## src/rtl/reg_file_mp.sv

```systemverilog
// Multi-port register file with two write ports, NRD combinational read ports and a busy scoreboard.
// Optional same-cycle write-to-read bypass is enabled by defining REG_FILE_BYPASS_EN.
module reg_file_mp #(
  parameter int unsigned DATA_W = 32,
  parameter int unsigned ADDR_W = 5,
  parameter int unsigned NRD    = 2
) (
  input  logic                  clk,
  input  logic                  rst,
  input  logic                  we0,
  input  logic [ADDR_W-1:0]     waddr0,
  input  logic [DATA_W-1:0]     wdata0,
  input  logic                  we1,
  input  logic [ADDR_W-1:0]     waddr1,
  input  logic [DATA_W-1:0]     wdata1,
  input  logic [NRD*ADDR_W-1:0] raddr,
  output logic [NRD*DATA_W-1:0] rdata,
  output logic [NRD-1:0]        rbusy,
  input  logic                  iss_valid,
  input  logic [ADDR_W-1:0]     iss_reg,
  output logic [ADDR_W-1:0]     busy_cnt
);

  localparam int unsigned Depth = 2 ** ADDR_W;

  logic [DATA_W-1:0] rf_q [Depth];
  logic [DATA_W-1:0] rf_d [Depth];
  logic [Depth-1:0]  busy_q, busy_d;
  logic [ADDR_W-1:0] busy_cnt_q, busy_cnt_d;

  logic wr0_act, wr1_act;
  assign wr0_act = we0 && (waddr0 != '0);
  assign wr1_act = we1 && (waddr1 != '0);

  // Port 1 is applied last so it wins an address collision; issue is applied
  // after the write-clear so a same-cycle issue keeps the register busy.
  always_comb begin
    int unsigned cnt;
    rf_d   = rf_q;
    busy_d = busy_q;
    cnt    = 0;
    if (wr0_act) begin
      rf_d[waddr0]   = wdata0;
      busy_d[waddr0] = 1'b0;
    end
    if (wr1_act) begin
      rf_d[waddr1]   = wdata1;
      busy_d[waddr1] = 1'b0;
    end
    if (iss_valid && (iss_reg != '0)) begin
      busy_d[iss_reg] = 1'b1;
    end
    busy_d[0] = 1'b0;
    for (int i = 0; i < Depth; i++) begin
      if (busy_d[i]) cnt++;
    end
    busy_cnt_d = ADDR_W'(cnt);
  end

  always_ff @(posedge clk or posedge rst) begin
    if (rst) begin
      rf_q       <= '{default: '0};
      busy_q     <= '0;
      busy_cnt_q <= '0;
    end else begin
      rf_q       <= rf_d;
      busy_q     <= busy_d;
      busy_cnt_q <= busy_cnt_d;
    end
  end

  assign busy_cnt = busy_cnt_q;

  logic [ADDR_W-1:0] ra [NRD];

  always_comb begin
    rdata = '0;
    rbusy = '0;
    for (int k = 0; k < NRD; k++) begin
      ra[k] = raddr[k*ADDR_W +: ADDR_W];
      if (ra[k] != '0) begin
        rdata[k*DATA_W +: DATA_W] = rf_q[ra[k]];
        rbusy[k]                  = busy_q[ra[k]];
      end
`ifdef REG_FILE_BYPASS_EN
      if (wr0_act && (waddr0 == ra[k])) begin
        rdata[k*DATA_W +: DATA_W] = wdata0;
        rbusy[k]                  = 1'b0;
      end
      if (wr1_act && (waddr1 == ra[k])) begin
        rdata[k*DATA_W +: DATA_W] = wdata1;
        rbusy[k]                  = 1'b0;
      end
`endif
    end
  end

endmodule
```

## config.mk

```make
export PLATFORM = sky130hd
export DESIGN_NAME = reg_file_mp
export DESIGN_NICKNAME = d
export VERILOG_FILES = /design/src/rtl/reg_file_mp.sv
export SDC_FILE = /design/constraint.sdc
export NUM_CORES = 2
export LEC_CHECK = 0
export BUFFER_PORTS_ARGS = -buffer_cell sky130_fd_sc_hd__buf_4
export CAP_MARGIN = 30
export CORE_UTILIZATION = 45
export DETAILED_ROUTE_END_ITERATION = 7
export PLACE_DENSITY = 0.7
export SYNTH_ARGS = -nofsm -noshare
export SYNTH_HDL_FRONTEND = slang
export SYNTH_SLANG_ARGS = --single-unit
```

## constraint.sdc

```tcl
create_clock -name clk -period 33.8 [get_ports clk]
set_input_delay 1.69 -clock clk [delete_from_list [all_inputs] [get_ports clk]]
set_output_delay 1.69 -clock clk [all_outputs]
set_load 0.05 [all_outputs]
```

==> metrics.txt <==
count of routing violations after the opening detailed-route iteration 7973; Setup Fix Bufs, Post-CTS 0; pwr dens 89.3 nW/um^2; die area 155000 um^2; fraction of registers with async set/reset 100%; top flip-flop cell by instance count after synthesis sky130_fd_sc_hd__dfrtp_1; instance count of the mapped netlist 6359; xor/xnor share of the synthesized area 2.28%; RSZ-0062 raised after global routing false; global-route met1 utilization 39.6%; result of the run finished clean; Final TNS setup 0 ns; Avg Inst Size Synth 10.9 um^2; hold crit path type reg2reg; Worst setup EP type flop; CTS tree done; Fill cells 13200; crit start category primary input; standard-cell row count 143; share of the cycle needed by the critical path after routing 54.9%; share of synthesized cell area in and, or, nand and nor gates 8.72%; worst IR drop on VDD 0.204 mV; count of endpoints failing hold in the final timing report 0; DR pass1 iterations 7; count of max-cap constraint violations 0; routability congestion estimate 0.883; vias after detailed routing 53800; CP dominant cell by count sky130_fd_sc_hd__ha_1; P&R area growth vs syn 9.85%; via density per instance 6.59; share of synthesized area occupied by flip-flops and latches 38.4%; cell area after technology mapping 69100 um^2; Data arrival, critical path 19.18 ns; hold slack final 0.401 ns; DR DRC count 0; standard cell with the maximum stage delay on the critical path sky130_fd_sc_hd__a21boi_0; critical path start-end classification in2reg; via count of the first global-routing pass 53000; sequential cell area in the final layout 26500 um^2; post-synth net total 6483; count of buffering cells on the critical path with inverters included 2; number of gates given a new drive strength after cts 0; hold bufs inserted after CTS 0; leakage power 35.5 nW; drt wl/cell 29.8 um; maximum single-stage delay on the critical path 0.62 ns; most congested layer reported by global routing met2; fraction of the mapped netlist area in adder cells 0.543%; die width 394 um; wire length of the first global-routing pass 357 mm; number of I/O port buffers 164; required time of the critical path 34.41 ns; half-perimeter wire length of the detailed placement result 138 mm; wirelength, routed 243 mm; total number of clock tree sinks 1060; multiplexer share of the synthesized area 36.5%; CTS buffer count 117; H-Tree Depth 3; Initial Utilization 45.4%; number of flops mapped to enable cells by yosys 0; ratio of cells with drive above 1 in the final layout 20.4%; number of slew-limit violations in the final report 0; die height 394 um; cell class contributing the biggest share of worst-path delay compound AO/OA/AOI/OAI gates; Slew HR 22.6%; Core ar. 152000 um^2; largest clock skew in the final design 0.0168 ns; library cells used by synthesis 96; initial antenna violation count 16; DRT antenna net count 0; clock latency on the worst-skew pair 0.76 ns; met3 Usage GRT 7.59%; FMAX 0.0539 GHz; flop and latch count out of synthesis 1060; number of setup violations in the final report 0; complex-gate fraction of the synthesized area 9.29%; total track usage 30.8%; maximum net fanout on the critical path 11; # nets final 6148; transition time of the tightest slew-check pin 1.16 ns; CTS clk-pin slew, worst paths 0.06 ns; warning count from the yosys run 0; met2 global-route usage 47.2%; cell at the root of the clock tree sky130_fd_sc_hd__clkbuf_16; largest family of logic cells by synthesized area multiplexers; minimum clock period 18.56 ns; area taken by multi-input logic gates 40000 um^2; largest net degree at the start of global routing 120; Top-Level Pins 165; clock tree buffer depth 3; total gr overflow 0
==> cell families after synthesis <==
family / after synthesis
multiplexers: 1697
AND/OR/NAND/NOR: 1465
AO/OA/AOI/OAI: 1193
flip-flops: 1060
buffers and inverters: 775
XOR/XNOR: 139
adder cells (fa/ha/maj): 30
==> worst paths after layout <==
path,startpoint,slack (ns),to,cells past startpoint
min in group asynchronous,rst,1.09,rf_q[898],2
max,we0,15.24,busy_cnt[4],84
max reg2reg,busy_q[2],16.43,busy_cnt[4],82
min,rf_q[1008],0.40,rf_q[1008],0
max in group asynchronous,rst,28.71,rf_q[919],7
min reg2reg,rf_q[1008],0.40,rf_q[1008],0
==> power breakdown <==
group | switching (mW) | leakage (nW) | internal [mW]
Combinational | 1.89 | 20.6 | 1.70
Sequential | 0.257 | 13.0 | 1.61
Clock | 0.558 | 1.91 | 0.762
Total | 2.71 | 35.5 | 4.07
==> cell type report <==
type,instances,share of cell area (%)
sequential,1060,35.0
clock inverter,43,0.671
antenna,10,0.0330
tap,2030,3.35
inverter,44,0.228
timing repair buffer,277,3.60
multi-input combinational,4524,52.7
clock buffer,166,4.42
==> through the flow <==
step	power, mW	util, %	setup WS (ns)	instance area (um^2)	cells
after floorplan	4.74	-	2.27	69100	6359
after global placement	5.30	46.7	14.63	71100	7897
after detailed placement	5.42	47.0	14.24	71500	7914
after CTS	6.76	49.6	14.93	75400	8123
after global routing	7.20	49.9	13.69	75900	8152
final	6.78	49.9	15.24	75900	8154
==> sequential cells by signal, summed over array words and instances, names as in the netlist <==
name and count:
busy_q 31, busy_cnt 5, rf_q 1024
==> cell usage in the layout (no fill, tap or decap), types with 11 or more instances in the layout <==
cell,n
sky130_fd_sc_hd__nand4_1,15
sky130_fd_sc_hd__and2_4,16
sky130_fd_sc_hd__nand2_1,583
sky130_fd_sc_hd__clkbuf_8,24
sky130_fd_sc_hd__a21oi_1,581
sky130_fd_sc_hd__nor2b_1,14
sky130_fd_sc_hd__inv_1,33
sky130_fd_sc_hd__mux2i_1,1032
sky130_fd_sc_hd__xnor2_1,78
sky130_fd_sc_hd__a32oi_1,11
sky130_fd_sc_hd__clkinv_2,23
sky130_fd_sc_hd__o21ai_0,507
sky130_fd_sc_hd__clkbuf_1,25
sky130_fd_sc_hd__mux4_2,658
sky130_fd_sc_hd__nor3_1,14
sky130_fd_sc_hd__nand3_1,29
sky130_fd_sc_hd__nor2_1,674
sky130_fd_sc_hd__xor2_1,29
sky130_fd_sc_hd__nand2_4,42
sky130_fd_sc_hd__dfrtp_1,1060
sky130_fd_sc_hd__buf_16,25
sky130_fd_sc_hd__buf_4,235
sky130_fd_sc_hd__a31oi_1,14
sky130_fd_sc_hd__ha_1,30
sky130_fd_sc_hd__a32o_1,13
sky130_fd_sc_hd__clkbuf_16,117
==> synth_stat cells (7+ instances only) <==
cell type	n	area (um^2)
sky130_fd_sc_hd__a21oi_1	581	2910
sky130_fd_sc_hd__a31oi_1	14	87.6
sky130_fd_sc_hd__a32o_1	13	130
sky130_fd_sc_hd__a32oi_1	11	96.3
sky130_fd_sc_hd__and2_1	26	163
sky130_fd_sc_hd__buf_1	169	634
sky130_fd_sc_hd__buf_2	14	70.1
sky130_fd_sc_hd__clkbuf_1	545	2050
sky130_fd_sc_hd__dfrtp_1	1060	26500
sky130_fd_sc_hd__ha_1	30	375
sky130_fd_sc_hd__inv_1	34	128
sky130_fd_sc_hd__mux2_2	7	78.8
sky130_fd_sc_hd__mux2i_1	1032	10300
sky130_fd_sc_hd__mux4_2	658	14800
sky130_fd_sc_hd__nand2_1	620	2330
sky130_fd_sc_hd__nand3_1	30	150
sky130_fd_sc_hd__nand4_1	15	93.8
sky130_fd_sc_hd__nor2_1	678	2540
sky130_fd_sc_hd__nor2b_1	16	100
sky130_fd_sc_hd__nor3_1	14	70.1
sky130_fd_sc_hd__o21ai_0	507	2540
sky130_fd_sc_hd__xnor2_1	78	683
sky130_fd_sc_hd__xnor2_2	10	163
sky130_fd_sc_hd__xnor3_1	7	158
sky130_fd_sc_hd__xor2_1	29	254
sky130_fd_sc_hd__xor2_2	7	114
==> layer usage <==
metal  wire length (um)  vias to the layer above
met2             111000                     3485
met4              15200                        8
met5                 46                        -
li1                   -                    22500
met3              25700                      830
met1              90600                    26900
Power figures use the tool's default switching activity.
